**src/rtl/flag_ccr_if.sv**
```systemverilog
// Pipeline-side bundle for the condition-code unit: ALU flag writes, jump
// evaluation and interrupt save/restore, plus the resulting CCR status.
interface flag_ccr_if #(
    parameter int PW = 2
);
    logic          stall;
    logic [2:0]    alu_flags;
    logic [2:0]    flag_we;
    logic          jmp_valid;
    logic [1:0]    jmp_cond;
    logic          int_save;
    logic          rti_restore;
    logic [15:0]   flags;
    logic          jmp_taken;
    logic [PW-1:0] stk_depth;
    logic          stk_ovf;
    logic          stk_unf;

    modport master (
        output stall, alu_flags, flag_we, jmp_valid, jmp_cond, int_save, rti_restore,
        input  flags, jmp_taken, stk_depth, stk_ovf, stk_unf
    );

    modport slave (
        input  stall, alu_flags, flag_we, jmp_valid, jmp_cond, int_save, rti_restore,
        output flags, jmp_taken, stk_depth, stk_ovf, stk_unf
    );
endinterface

```
**src/rtl/flag_ccr_unit.sv**
```systemverilog
// Z/N/C condition-code register with conditional-jump evaluation and a LIFO
// shadow stack that preserves flags across nested interrupts.
module flag_ccr_unit #(
    parameter int DEPTH = 2,
    parameter int PW    = 2
) (
    input  logic     clk,
    input  logic     rst_n,
    flag_ccr_if.slave bus
);
    logic [2:0]    ccr_reg, ccr_next;
    logic [PW-1:0] ptr_reg, ptr_next;
    logic [2:0]    stack_reg [DEPTH];
    logic          ovf_reg, ovf_next;
    logic          unf_reg, unf_next;

    logic          full, empty;
    logic          pop_ok, push_ok;
    logic          taken;
    logic [2:0]    clr_mask;
    logic [2:0]    pop_data;
    logic [2:0]    hit_data [DEPTH];

    assign full  = (ptr_reg == PW'(DEPTH));
    assign empty = (ptr_reg == '0);

    // Jump decision uses only the registered CCR; same-cycle ALU results are not bypassed.
    always_comb begin
        taken    = 1'b0;
        clr_mask = 3'b000;
        if (bus.jmp_valid && !bus.stall) begin
            case (bus.jmp_cond)
                2'b00:   begin taken = ccr_reg[0]; clr_mask = {2'b00, ccr_reg[0]}; end
                2'b01:   begin taken = ccr_reg[1]; clr_mask = {1'b0, ccr_reg[1], 1'b0}; end
                2'b10:   begin taken = ccr_reg[2]; clr_mask = {ccr_reg[2], 2'b00}; end
                default: begin taken = 1'b1;       clr_mask = 3'b000; end
            endcase
        end
    end

    assign pop_ok  = !bus.stall && bus.rti_restore && !empty;
    assign push_ok = !bus.stall && bus.int_save && !bus.rti_restore && !full;

    // Top-of-stack select: entry gi is the top when ptr == gi+1.
    generate
        for (genvar gi = 0; gi < DEPTH; gi++) begin : g_top
            assign hit_data[gi] = (ptr_reg == PW'(gi + 1)) ? stack_reg[gi] : 3'b000;
        end
    endgenerate

    always_comb begin
        pop_data = 3'b000;
        for (int i = 0; i < DEPTH; i++) begin
            pop_data = pop_data | hit_data[i];
        end
    end

    // Per-bit priority: restore, then ALU write, then jump clear, then hold.
    generate
        for (genvar gi = 0; gi < 3; gi++) begin : g_ccr
            always_comb begin
                ccr_next[gi] = ccr_reg[gi];
                if (bus.stall)
                    ccr_next[gi] = ccr_reg[gi];
                else if (pop_ok)
                    ccr_next[gi] = pop_data[gi];
                else if (bus.flag_we[gi])
                    ccr_next[gi] = bus.alu_flags[gi];
                else if (clr_mask[gi])
                    ccr_next[gi] = 1'b0;
            end
        end
    endgenerate

    always_comb begin
        ptr_next = ptr_reg;
        if (pop_ok)
            ptr_next = ptr_reg - 1'b1;
        else if (push_ok)
            ptr_next = ptr_reg + 1'b1;
    end

    // A push alongside a restore is a protocol error and is reported as overflow.
    assign ovf_next = ovf_reg | (!bus.stall && bus.int_save && (bus.rti_restore || full));
    assign unf_next = unf_reg | (!bus.stall && bus.rti_restore && empty);

    always_ff @(posedge clk or negedge rst_n) begin
        if (!rst_n) begin
            ccr_reg <= 3'b000;
            ptr_reg <= '0;
            ovf_reg <= 1'b0;
            unf_reg <= 1'b0;
            for (int i = 0; i < DEPTH; i++) stack_reg[i] <= 3'b000;
        end else begin
            ccr_reg <= ccr_next;
            ptr_reg <= ptr_next;
            ovf_reg <= ovf_next;
            unf_reg <= unf_next;
            for (int i = 0; i < DEPTH; i++) begin
                if (push_ok && ptr_reg == PW'(i)) stack_reg[i] <= ccr_reg;
            end
        end
    end

    assign bus.flags     = {13'b0, ccr_reg};
    assign bus.jmp_taken = taken;
    assign bus.stk_depth = ptr_reg;
    assign bus.stk_ovf   = ovf_reg;
    assign bus.stk_unf   = unf_reg;
endmodule

```
**src/flat_wrapper.sv**
```systemverilog
// flat-port wrapper written by rule: the top's interface ports become plain ports
module flag_ccr_unit_flat 
#(
    parameter int DEPTH = 2,
    parameter int PW    = 2
)
  (clk, rst_n, bus_stall, bus_alu_flags, bus_flag_we, bus_jmp_valid, bus_jmp_cond, bus_int_save, bus_rti_restore, bus_flags, bus_jmp_taken, bus_stk_depth, bus_stk_ovf, bus_stk_unf);
  flag_ccr_if #(.PW(PW)) bus_i ();
  input  logic clk;
  input  logic rst_n;
  input wire logic [$bits(bus_i.stall)-1:0] bus_stall;
  input wire logic [$bits(bus_i.alu_flags)-1:0] bus_alu_flags;
  input wire logic [$bits(bus_i.flag_we)-1:0] bus_flag_we;
  input wire logic [$bits(bus_i.jmp_valid)-1:0] bus_jmp_valid;
  input wire logic [$bits(bus_i.jmp_cond)-1:0] bus_jmp_cond;
  input wire logic [$bits(bus_i.int_save)-1:0] bus_int_save;
  input wire logic [$bits(bus_i.rti_restore)-1:0] bus_rti_restore;
  output wire logic [$bits(bus_i.flags)-1:0] bus_flags;
  output wire logic [$bits(bus_i.jmp_taken)-1:0] bus_jmp_taken;
  output wire logic [$bits(bus_i.stk_depth)-1:0] bus_stk_depth;
  output wire logic [$bits(bus_i.stk_ovf)-1:0] bus_stk_ovf;
  output wire logic [$bits(bus_i.stk_unf)-1:0] bus_stk_unf;
  assign bus_i.stall = bus_stall;
  assign bus_i.alu_flags = bus_alu_flags;
  assign bus_i.flag_we = bus_flag_we;
  assign bus_i.jmp_valid = bus_jmp_valid;
  assign bus_i.jmp_cond = bus_jmp_cond;
  assign bus_i.int_save = bus_int_save;
  assign bus_i.rti_restore = bus_rti_restore;
  assign bus_flags = bus_i.flags;
  assign bus_jmp_taken = bus_i.jmp_taken;
  assign bus_stk_depth = bus_i.stk_depth;
  assign bus_stk_ovf = bus_i.stk_ovf;
  assign bus_stk_unf = bus_i.stk_unf;
  flag_ccr_unit #(.DEPTH(DEPTH), .PW(PW)) u_core (.clk(clk), .rst_n(rst_n), .bus(bus_i));
endmodule
```
**config.mk**
```make
export PLATFORM = sky130hd
export DESIGN_NAME = flag_ccr_unit_flat
export DESIGN_NICKNAME = d
export VERILOG_FILES = /design/src/rtl/flag_ccr_if.sv /design/src/rtl/flag_ccr_unit.sv /design/src/flat_wrapper.sv
export SDC_FILE = /design/constraint.sdc
export NUM_CORES = 1
export LEC_CHECK = 0
export BUFFER_PORTS_ARGS = -buffer_cell sky130_fd_sc_hd__buf_2
export CAP_MARGIN = 30
export CORE_AREA = 2 2 57 48
export CTS_BUF_LIST = sky130_fd_sc_hd__clkbuf_8 sky130_fd_sc_hd__clkbuf_16
export CTS_CLUSTER_SIZE = 24
export DETAILED_ROUTE_END_ITERATION = 8
export DIE_AREA = 0 0 59 50
export HOLD_SLACK_MARGIN = 0.1
export PLACE_DENSITY_LB_ADDON = 0.3
export SYNTH_ARGS = -nofsm -noshare
export SYNTH_HDL_FRONTEND = slang
export SYNTH_SLANG_ARGS = --single-unit
```
**constraint.sdc**
```tcl
create_clock -name clk -period 1.4 [get_ports clk]
set_input_delay 0.28 -clock clk [delete_from_list [all_inputs] [get_ports clk]]
set_output_delay 0.28 -clock clk [all_outputs]
set_load 0.03 [all_outputs]
```
# Word-level counts from Yosys, hierarchy flattened
# Index checks and enable logic that the tools add are counted.
word_totals:
  ff_bits: 13
  output_inout_bits: 21
  word_cells: 59
op_classes:
  addsub: 2
  n_eq_ne: 4
  mux: 17
  n_bitwise: 4
  n_reduce_logical: 24
ops:
  columns: ["operator", "n"]
  rows:
  - ["logical AND 1 bit", 10]
  - ["2-to-1 mux 1 bit", 10]
  - ["2-to-1 mux 3 bit", 3]
  - ["one-hot mux 3 bit (3 select lines)", 1]
  - ["nonzero test 3 bit", 3]
  - ["AND reduction 2 bit", 3]
  - ["equality test 2 x 1 -> 1 bit, second input constant", 2]
  - ["equality test 2 bit, second input constant", 2]
  - ["logical NOT 1 bit", 4]
  - ["logical NOT 2 bit", 2]
  - ["2-to-1 mux 2 bit", 2]
  - ["OR 3 bit", 1]
  - ["one-hot mux 1 bit (3 select lines)", 1]
  - ["adder 2 x 1 -> 2 bit, second input constant", 1]
  - ["OR 1 bit", 2]
  - ["nonzero test 2 bit", 1]
  - ["subtractor 2 x 1 -> 2 bit, second input constant", 1]
  - ["logical OR 1 bit", 1]
  - ["inverter 1 bit", 1]

# Longest topological paths before layout
# Gate-level depths: netlist (run 1).
logic_depth:
  depth_word: 6
  ltp_mapped: 6

# Worst setup path before layout (run 1)
# OpenSTA, ideal clock, no wires.
synth_timing:
  path_type: "flip-flop to flip-flop"
  from: "register u_core.ptr_reg[0], in the netlist u_core.bus.stk_depth[0]"
  to: "register u_core.ccr_reg[2]"
  setup_time_ns: 0.125
  t_arrival_ns: 1.574
  required_time_ns: 1.275
  slack_ns: -0.299
  stages_incl_launch_ff: 6
  cell_sequence: "dfrtp_1 inv_1 ha_1 nor3b_4 a21oi_2 mux2_4"
synth_between:
  elab_chain_len: 5
  word_cells_on_any_way: 11
  cone_classes: "2 x eq/ne; 3 x mux; 1 x bitwise; 5 x reduce/logical"
synth_lines:
  columns: ["item", "line", "source"]
  rows:
  - ["from (decl)", "flag_ccr_unit.sv:12", "logic [PW-1:0] ptr_reg, ptr_next;"]
  - ["from (signal assigned)", "flag_ccr_unit.sv:96", "ptr_reg <= ptr_next;"]
  - ["logical NOT 2 bit", "flag_ccr_unit.sv:25", "assign empty = (ptr_reg == '0);"]
  - ["logical NOT 1 bit", "flag_ccr_unit.sv:41", "assign pop_ok = !bus.stall && bus.rti_restore && !empty;"]
  - ["logical AND 1 bit", "flag_ccr_unit.sv:41", null]
  - ["nonzero test 3 bit (no line)", null, null]
  - ["AND reduction 2 bit (no line)", null, null]
  - ["to (signal assigned)", "flag_ccr_unit.sv:95", "ccr_reg <= ccr_next;"]
  - ["to (decl)", "flag_ccr_unit.sv:11", "logic [2:0] ccr_reg, ccr_next;"]
# Parallel ways exist; a longest one is shown, timed or not.
# A chain may end at the register's enable or synchronous reset.

# Worst setup path after layout (run 1)
layout_timing:
  from: "register u_core.ccr_reg[2]"
  to: "output bus_jmp_taken"
layout_between:
  elab_chain_len: 2
layout_lines:
  columns: ["item", "line", "source"]
  rows:
  - ["one-hot mux 1 bit (3 select lines)", "flag_ccr_unit.sv:32", "case (bus.jmp_cond)"]
  - ["2-to-1 mux 1 bit", "flag_ccr_unit.sv:31", "if (bus.jmp_valid && !bus.stall) begin"]
  - ["to (decl)", "flat_wrapper.sv:19", "output wire logic [$bits(bus_i.jmp_taken)-1:0] bus_jmp_taken;"]
# No other way between the ends.

==> results of run 1 <==
cells in the mapped netlist (all sizes together):
library cell / n
nand2: 8
a22o: 2
buf: 13
inv: 4
a31oi: 1
conb: 1
nor3: 2
nor2: 2
nor4: 1
nor3b: 2
a31o: 1
nand2b: 2
xnor2: 1
o31ai: 2
o32ai: 1
a2111oi: 1
dfrtp: 13
a21oi: 5
o21bai: 1
mux2i: 1
a21o: 1
mux2: 7
ha: 3
a22oi: 1
a21boi: 1
o21ai: 1
o41ai: 1
layer usage:
metal | global-route usage | share of wire | up-vias
met5 | 0 | 0 | -
li1 | - | - | 332
met2 | 0.183 | 0.46 | 32
met4 | 0.0341 | 0.0060 | 0
met3 | 0.0499 | 0.068 | 2
met1 | 0.183 | 0.46 | 327
cell usage in the layout (no fill, tap or decap), types with 2 or more instances in the layout:
cell type  count
inv_2          3
nand2_2        2
o31ai_1        2
dfrtp_2        2
nand2_1        6
nor2_1         2
buf_2         20
mux2_2         6
dfrtp_1       11
conb_1        13
a21oi_1        3
clkbuf_8       3
buf_4         13
a22o_1         2
worst max-delay path, cell delays in order (launching register included):
cell     delay, ns
dfrtp_1       0.34
nand2_1       0.08
a21o_1        0.22
a21oi_4       0.12
buf_6         0.14
cell type report:
class | count | area [sq um] | area share
multi-input combinational | 61 | 479 | 0.427
inverter | 4 | 15.0 | 0.0134
timing repair buffer | 35 | 219 | 0.195
clock inverter | 1 | 5.00 | 0.00446
tap | 27 | 33.8 | 0.0301
sequential | 13 | 328 | 0.292
clock buffer | 3 | 41.3 | 0.0368
cell families (layout without fill, tap and decap cells):
family          count (synthesis)  count (layout)  share of synthesized area
compound gates                 19              19                      0.166
simple gates                   17              17                      0.134
buf+inv                        17              43                      0.136
flops                          13              13                      0.392
mux                             8               8                      0.112
fa+ha+maj                       3               3                     0.0453
other cells                     1              13                    0.00452
xor+xnor                        1               1                     0.0106
path summary, 6_finish.rpt:
kind                            depth (start not counted)                 endpoint                    start  slack [ns]
max in group asynchronous                               2  u_core.bus.stk_depth[0]                    rst_n        0.68
worst min-delay path                                    3       u_core.bus.stk_ovf             bus_int_save        0.33
worst min register to register                          1       u_core.bus.stk_unf       u_core.bus.stk_unf        0.48
worst max register to register                          5        u_core.ccr_reg[2]  u_core.bus.stk_depth[1]           0
min in group asynchronous                               2        u_core.ccr_reg[2]                    rst_n        0.46
worst max-delay path                                    4            bus_jmp_taken        u_core.ccr_reg[2]       -0.02
power breakdown:
group,switching [uW],total [uW],internal (uW)
Combinational,550,1040,486
Sequential,91.0,605,514
Clock,137,334,196
timing repair:
item	CTS	global route
buffers inserted	0	4
endpoints found under the setup margin	6	10
hold endpoints to repair	13	0
pin swaps	0	6
hold buffers	1	0
resized for setup	3	4
stage by stage:
step	util	setup TNS, ns	instance area [sq um]
final	0.475	-0.0265	1120
after global routing	0.475	-0.221	1120
after CTS	0.455	-0.0515	1070
after detailed placement	0.428	-0.0119	1010
after global placement	0.428	0	1010
after floorplan	-	-0.546	903
==> results.cfg, run 1 <==
[run_status]
status = finished with violations
violations = setup timing

[layout]
finalNonFillerCells = 144
drive_gt1_frac = 0.530
diodes = 0
final_nets = 135
area_delta_synth_final_pct = 35.1
fillers = 225
largest_register_ff_count = 6

[grt]
gr-total-overflow = 0
grt_usage = 0.130
grt_max_degree = 14
grt_pass1_wl_um = 2840
grt_antenna_before_repair = 0
grt_pass1_vias = 604

[yosys]
ys_seq_area_frac = 0.392
synth_area_leaders = dfrtp_1, buf_4, mux2_2
syn_area_sq_um = 830
synth_largest_type_area_fraction = 0.392
synth-warning-count = 0
ys_ff_latch = 13
ys_types = 33
syn_area_per_cell_sq_um = 10.5
synth_cells = 79
yosys.area.top_type = dfrtp_1

[drt]
vias = 693
postRouteWirelength_um = 1850
drtPass1Iterations = 4
via_per_inst = 4.81
ant_nets = 0
wl_per_cell_um = 12.8
drc = 0
drtIter0Drc = 4

[sta]
drv_slew = 0
finalHoldViolations = 0
post-route-worst-setup-slack_ns = -0.0250
rsz0062_at_grt = yes
whs_ns = 0.332
finalCriticalPeriod_ns = 1.42
maxSlewHeadroom = 0.653
finalCritPeriodShare = 1.02
setup_viol = 2
worstMarginPinSlew_ns = 0.507
fin_skew_ns = 0.00178
clock.fmax_ghz = 0.702

[clocking]
cts_tree = done
clk_pin_slew_ns = 0.06
cts_buffer_depth = 2
h-tree-depth = 1
clk_latency_ns = 0.24
cts-root-buf = clkbuf_8
clock-sinks = 13
cts_buffers = 3

[worst_setup_path]
cp.required_ns = 1.12
critPathMaxFanout = 2
cp.arrival_ns = 1.14
cp-end-kind = primary output
crit_type = flip-flop to primary output
start_kind = flip-flop

[placement]
gp_congestion = 0.747
dp.cells = 135
io_buffers = 21
hpwl_um = 1410
dp_slack_ns = -0.00848

[pwr]
leakagePower_uw = 0.000539
total_power_uw = 1970
powerDensity_mw_per_mm2 = 1760
ir_worst_vdd_uv = 1220

[hold_path]
hp-class = input pin to flip-flop

[die]
coreArea_sq_mm = 0.00236
io_pins = 35
chipHeight_um = 50
start_util = 0.351
die-area_sq_mm = 0.00295
die-width_um = 59
row_count = 16

[job]
maxCapViolations = 0
Power figures use the tool's default switching activity.
==> run 2: changes to the inputs <==
--- a/config.mk
+++ b/config.mk
@@ -5,13 +5,14 @@
 export SDC_FILE = /design/constraint.sdc
 export NUM_CORES = 1
 export LEC_CHECK = 0
+export ABC_AREA = 1
 export BUFFER_PORTS_ARGS = -buffer_cell sky130_fd_sc_hd__buf_2
 export CAP_MARGIN = 30
-export CORE_AREA = 2 2 57 48
+export CORE_AREA = 2 2 60 51
 export CTS_BUF_LIST = sky130_fd_sc_hd__clkbuf_8 sky130_fd_sc_hd__clkbuf_16
 export CTS_CLUSTER_SIZE = 24
 export DETAILED_ROUTE_END_ITERATION = 8
-export DIE_AREA = 0 0 59 50
+export DIE_AREA = 0 0 62 53
 export HOLD_SLACK_MARGIN = 0.1
 export PLACE_DENSITY_LB_ADDON = 0.3
 export SYNTH_ARGS = -nofsm -noshare
==> run 2 against run 1 <==
Effect of this change: the flow still finishes with violations (setup timing); sequential share of layout area decreased by 0.64 points; design area increased by 2.2%; sequential cell count unchanged; count of clock-buffer cells in the layout unchanged; clock skew increased by 0.0015 ns; clock power about the same; register-to-register slack improved by 0.09 ns; combinational power decreased by 14%; utilization decreased by 4.4 points; synthesized cell count increased by 56%; global-route usage increased by 1.7 points; first-iteration DRC count increased to 7.8 times the previous value; critical endpoint unchanged; largest power group unchanged; highest routed layer unchanged.
==> results.cfg, run 2 <==
[pwr]
leakagePower_uw = 0.000652
ir_worst_vdd_uv = 671
powerDensity_mw_per_mm2 = 1580

[grt]
grt_max_degree = 14
grt_use_met1 = 0.190
grt_busiest_layer = met2
gr-total-overflow = 0
gr-usage-met2 = 0.231
grt_pass1_wl_um = 3450
grt_pass1_vias = 780
met3_usage = 0.0587
grt_antenna_before_repair = 0
grt_usage = 0.147

[yosys]
yosys.area.top_type = dfrtp_1
ys_types = 20
syn_area_sq_um = 916
synth_ff_type = dfrtp_1
synth_largest_type_area_fraction = 0.355
yosysMostFrequentCell = nand2_1
ys_top_cells_by_count = nand2_1, buf_4, dfrtp_1
synth_cells = 123
synth_edf_count = 0
synth_area_leaders = dfrtp_1, nand2_1, buf_4
ys_seq_area_frac = 0.355
ys_ff_latch = 13
synth-warning-count = 0
syn_area_per_cell_sq_um = 7.45
async_flop_share = 1.00

[die]
start_util = 0.344
row_count = 17
coreArea_sq_mm = 0.00266
die-area_sq_mm = 0.00329
chipHeight_um = 53
io_pins = 35
die-width_um = 62

[clocking]
cts_buffers = 3
clock-sinks = 13
cts_tree = done
cts-root-buf = clkbuf_8
h-tree-depth = 1
clk_pin_slew_ns = 0.05
cts_buffer_depth = 2
clk_latency_ns = 0.25
cts_setup_buffers = 0

[job]
maxCapViolations = 0

[layout]
area_delta_synth_final_pct = 25.1
diodes = 0
largest_register_ff_count = 6
layout_commonest_cell = nand2_1
final_nets = 173
finalNonFillerCells = 193
drive_gt1_frac = 0.323
layout_common_cells = nand2_1, buf_2, conb_1

[sta]
finalHoldViolations = 0
clock.fmax_ghz = 0.711
post-route-worst-setup-slack_ns = -0.00618
finalCriticalPeriod_ns = 1.41
setup_tns_ns = -0.00618
setup_viol = 1
finalCritPeriodShare = 1.00
rsz0062_at_grt = yes
drv_slew = 0
fin_skew_ns = 0.00329

[worst_setup_path]
max_stage_delay_ns = 0.40
reg2regPathDepth = 8
critPathMaxFanout = 2
slowest_stage = dfrtp_1
cp.required_ns = 1.12
crit_type = flip-flop to primary output
cp.arrival_ns = 1.13
cp_top_family = flip-flops
crit_chain = o21ai_2, nand2_1, o21ai_1, inv_1, buf_6
path_depth = 5
cp-end-kind = primary output
path_buf_inv = 2
start_kind = flip-flop

[drt]
via_per_inst = 4.34
drc = 0
wl_per_cell_um = 10.9
drtIter0Drc = 31
postRouteWirelength_um = 2110
vias = 837
drtPass1Iterations = 4
ant_nets = 0

[placement]
gp_congestion = 0.828
dp.cells = 187
hpwl_um = 1630
io_buffers = 21

[run_status]
violations = setup timing
status = finished with violations

[hold_path]
holdPathStages = 4
hp-class = input pin to flip-flop
## run 2: changes by cell type after synthesis, moves of 4 or more
cell / before / now
a21oi_1: 4 / 0
inv_1: 3 / 10
nand3_1: 0 / 7
nand2_1: 8 / 47
o21ai_1: 0 / 8
mux2_2: 6 / 0
## run 2: metal layers
metal / vias up / share of wire
li1: 422 / -
met1: 378 / 0.42
met2: 32 / 0.51
met3: 5 / 0.062
met4: 0 / 0.0090
met5: - / 0
## run 2: timing repair
| action | 4_1_cts | 5_1_grt |
|---|---|---|
| hold buffers | 1 | 0 |
| gates cloned | 0 | 1 |
| pin swaps | 0 | 1 |
| setup endpoints to repair | 1 | 3 |
| hold endpoints to repair | 13 | 0 |
| gates resized for setup | 4 | 2 |
## run 2: final timing paths
kind / start / to / slack, ns
max reg2reg: u_core.bus.stk_depth[1] / u_core.ccr_reg[0] / 0.09
min: bus_stall / u_core.bus.stk_ovf / 0.34
max: u_core.ccr_reg[2] / bus_jmp_taken / -0.006
max in group asynchronous: rst_n / u_core.bus.stk_depth[0] / 0.70
min in group asynchronous: rst_n / u_core.bus.stk_unf / 0.45
min reg2reg: u_core.bus.stk_ovf / u_core.bus.stk_ovf / 0.47
## run 2: cell type report
class,count,area (sq um)
multi-input combinational,97,510
sequential,13,328
tap,38,47.5
clock buffer,3,41.3
fill,279,1510
inverter,13,48.8
timing repair buffer,28,166
clock inverter,1,3.75
## run 2: cells by family (layout without fill, tap and decap cells)
kind of cell | Yosys count | in the layout | synth area share
buf+inv | 26 | 45 | 0.160
flops | 13 | 13 | 0.355
other cells | 1 | 13 | 0.00409
fa+ha+maj | 3 | 3 | 0.0410
simple gates | 68 | 69 | 0.357
compound gates | 11 | 11 | 0.0656
xor+xnor | 1 | 1 | 0.0178
## run 2: per-stage QoR
step	total power [uW]	area [sq um]	hold slack [ns]	setup WS, ns	utilization
6_report	1810	1150	0.338	-0.00618	0.431
5_1_grt	1950	1150	0.351	-0.117	0.431
4_1_cts	1800	1130	0.340	0.0133	0.426
3_5_place_dp	1460	1070	0.193	0.0295	0.401
3_3_place_gp	1440	1070	0.187	0.129	0.401
2_1_floorplan	1210	966	-0.0156	0.0268	-
## run 2: worst min-delay path, delay by kind of cell
family	cells	cell delay (ns)
buf+inv	2	0.15
simple gates	1	0.06
compound gates	1	0.05
## run 2: report_power, final
| group | switching [uW] | total, uW | internal (uW) |
|---|---|---|---|
| sequential | 73.8 | 578 | 504 |
| clock | 141 | 335 | 194 |
| combinational | 592 | 899 | 308 |
| total | 807 | 1810 | 1010 |
==> run 3: changes to the inputs <==
--- a/config.mk
+++ b/config.mk
@@ -10,10 +10,12 @@
 export CAP_MARGIN = 30
 export CORE_AREA = 2 2 60 51
 export CTS_BUF_LIST = sky130_fd_sc_hd__clkbuf_8 sky130_fd_sc_hd__clkbuf_16
+export CTS_CLUSTER_DIAMETER = 30
 export CTS_CLUSTER_SIZE = 24
 export DETAILED_ROUTE_END_ITERATION = 8
 export DIE_AREA = 0 0 62 53
 export HOLD_SLACK_MARGIN = 0.1
+export MAX_ROUTING_LAYER = met4
 export PLACE_DENSITY_LB_ADDON = 0.3
 export SYNTH_ARGS = -nofsm -noshare
 export SYNTH_HDL_FRONTEND = slang
==> run 3 against run 2 <==
Effect of this change: the run still ends with setup timing left; sequential share of layout area unchanged; count of clock-buffer cells in the layout did not move; clock skew about the same; hold slack is essentially flat; combinational power about the same; routed wire length unchanged; maximum frequency barely moved; die area unchanged; sequential power about the same; clock power barely moved; utilization unchanged; largest cell class unchanged.
==> results.cfg, run 3 (synthesis gave the netlist of run 2 again) <==
[grt]
grt_pass1_vias = 780
grt_antenna_before_repair = 0
grt_pass1_wl_um = 3450
grt_usage = 0.151
grt_max_degree = 14
gr-total-overflow = 0

[sta]
clock.fmax_ghz = 0.711
finalHoldViolations = 0
drv_slew = 0
fin_skew_ns = 0.00333
rsz0062_at_grt = yes
whs_ns = 0.338
finalCritPeriodShare = 1.00
finalCriticalPeriod_ns = 1.41
post-route-worst-setup-slack_ns = -0.00612
setup_viol = 1

[hold_path]
min_from = bus_stall
min_to = u_core.bus.stk_ovf
hp-class = input pin to flip-flop
holdPathStages = 4

[layout]
layout_commonest_cell = nand2_1
final_nets = 173
area_delta_synth_final_pct = 25.1
largest_register_ff_count = 6
diodes = 0
drive_gt1_frac = 0.323
final_area_sq_mm = 0.00115
layout_common_cells = nand2_1, buf_2, conb_1

[clocking]
clock-sinks = 13
cts_tree = done
h-tree-depth = 1
cts-root-buf = clkbuf_8
cts_buffers = 3
cts_buffer_depth = 2
clk_latency_ns = 0.25
cts_setup_buffers = 0
clk_pin_slew_ns = 0.05

[die]
chipHeight_um = 53
coreArea_sq_mm = 0.00266
start_util = 0.344
row_count = 17
io_pins = 35
die-area_sq_mm = 0.00329
die-width_um = 62

[worst_setup_path]
cp.required_ns = 1.12
reg2reg_slack_ns = 0.09
cp-end-kind = primary output
crit_type = flip-flop to primary output
reg2regPathDepth = 8
cp.arrival_ns = 1.13
start_kind = flip-flop
critPathMaxFanout = 2
worst_r2r_startpoint = u_core.bus.stk_depth[1]
timing.rr.end = u_core.ccr_reg[0]

[placement]
gp_congestion = 0.841
dp_slack_ns = 0.0295
hpwl_um = 1630
place_area_sq_mm = 0.00107
io_buffers = 21

[run_status]
violations = setup timing
status = finished with violations

[pwr]
powerDensity_mw_per_mm2 = 1580
leakagePower_uw = 0.000652
ir_worst_vdd_uv = 671

[drt]
drtPass1Iterations = 4
postRouteWirelength_um = 2110
via_per_inst = 4.34
vias = 837
wl_per_cell_um = 10.9
ant_nets = 0
drc = 0
drtIter0Drc = 31

[job]
maxCapViolations = 0
[run 3: cell counts in the layout (fill, tap and decap cells not counted)]
Identical to the previous run, type by type.
[run 3: report_power, final]
part / internal [uW] / switching [uW]
Clock: 194 / 141
Combinational: 308 / 592
Sequential: 504 / 73.8
Total: 1010 / 807
[run 3: worst max path at each step]
stage                                  startpoint           endpoint  depth (start not counted)
after global routing            u_core.ccr_reg[2]      bus_jmp_taken                          5
after CTS                       u_core.ccr_reg[2]      bus_jmp_taken                          5
after detailed placement  u_core.bus.stk_depth[1]  u_core.ccr_reg[2]                          9
after floorplan           u_core.bus.stk_depth[0]  u_core.ccr_reg[2]                          8
after global placement    u_core.bus.stk_depth[1]  u_core.ccr_reg[2]                          9
final                           u_core.ccr_reg[2]      bus_jmp_taken                          5
[run 3: per-stage QoR]
stage | TNS [ns] | cells | utilization | total power [uW]
floorplan | 0 | 135 | - | 1210
global placement | 0 | 187 | 0.401 | 1440
detailed placement | 0 | 187 | 0.401 | 1460
CTS | 0 | 192 | 0.426 | 1800
global route | -0.118 | 193 | 0.431 | 1950
finish | -0.00612 | 193 | 0.431 | 1810
[run 3: final cells by class]
type	count	area, sq um
Fill cell	279	1510
Tap cell	38	47.5
Clock buffer	3	41.3
Sequential cell	13	328
Multi-Input combinational cell	97	510
Clock inverter	1	3.75
Inverter	13	48.8
Timing Repair Buffer	28	166
[run 3: layer usage]
metal | GRT usage | part of all wire | up-vias
li1 | - | - | 422
met1 | 0.191 | 0.42 | 378
met2 | 0.231 | 0.51 | 32
met3 | 0.0562 | 0.059 | 5
met4 | 0.0284 | 0.0090 | 0
met5 | - | 0 | -
[run 3: critical path, cell delays in order (launching register included)]
cell and delay (ns):
dfrtp_1 0.40, o21ai_2 0.12, nand2_1 0.06, o21ai_1 0.11, inv_1 0.06, buf_6 0.13
[run 3: what timing repair did]
action,CTS,global route
hold endpoints to repair,13,0
endpoints found under the setup margin,1,3
pin swaps,0,1
hold buffers,1,0
gates cloned,0,1
gates resized for setup,4,2
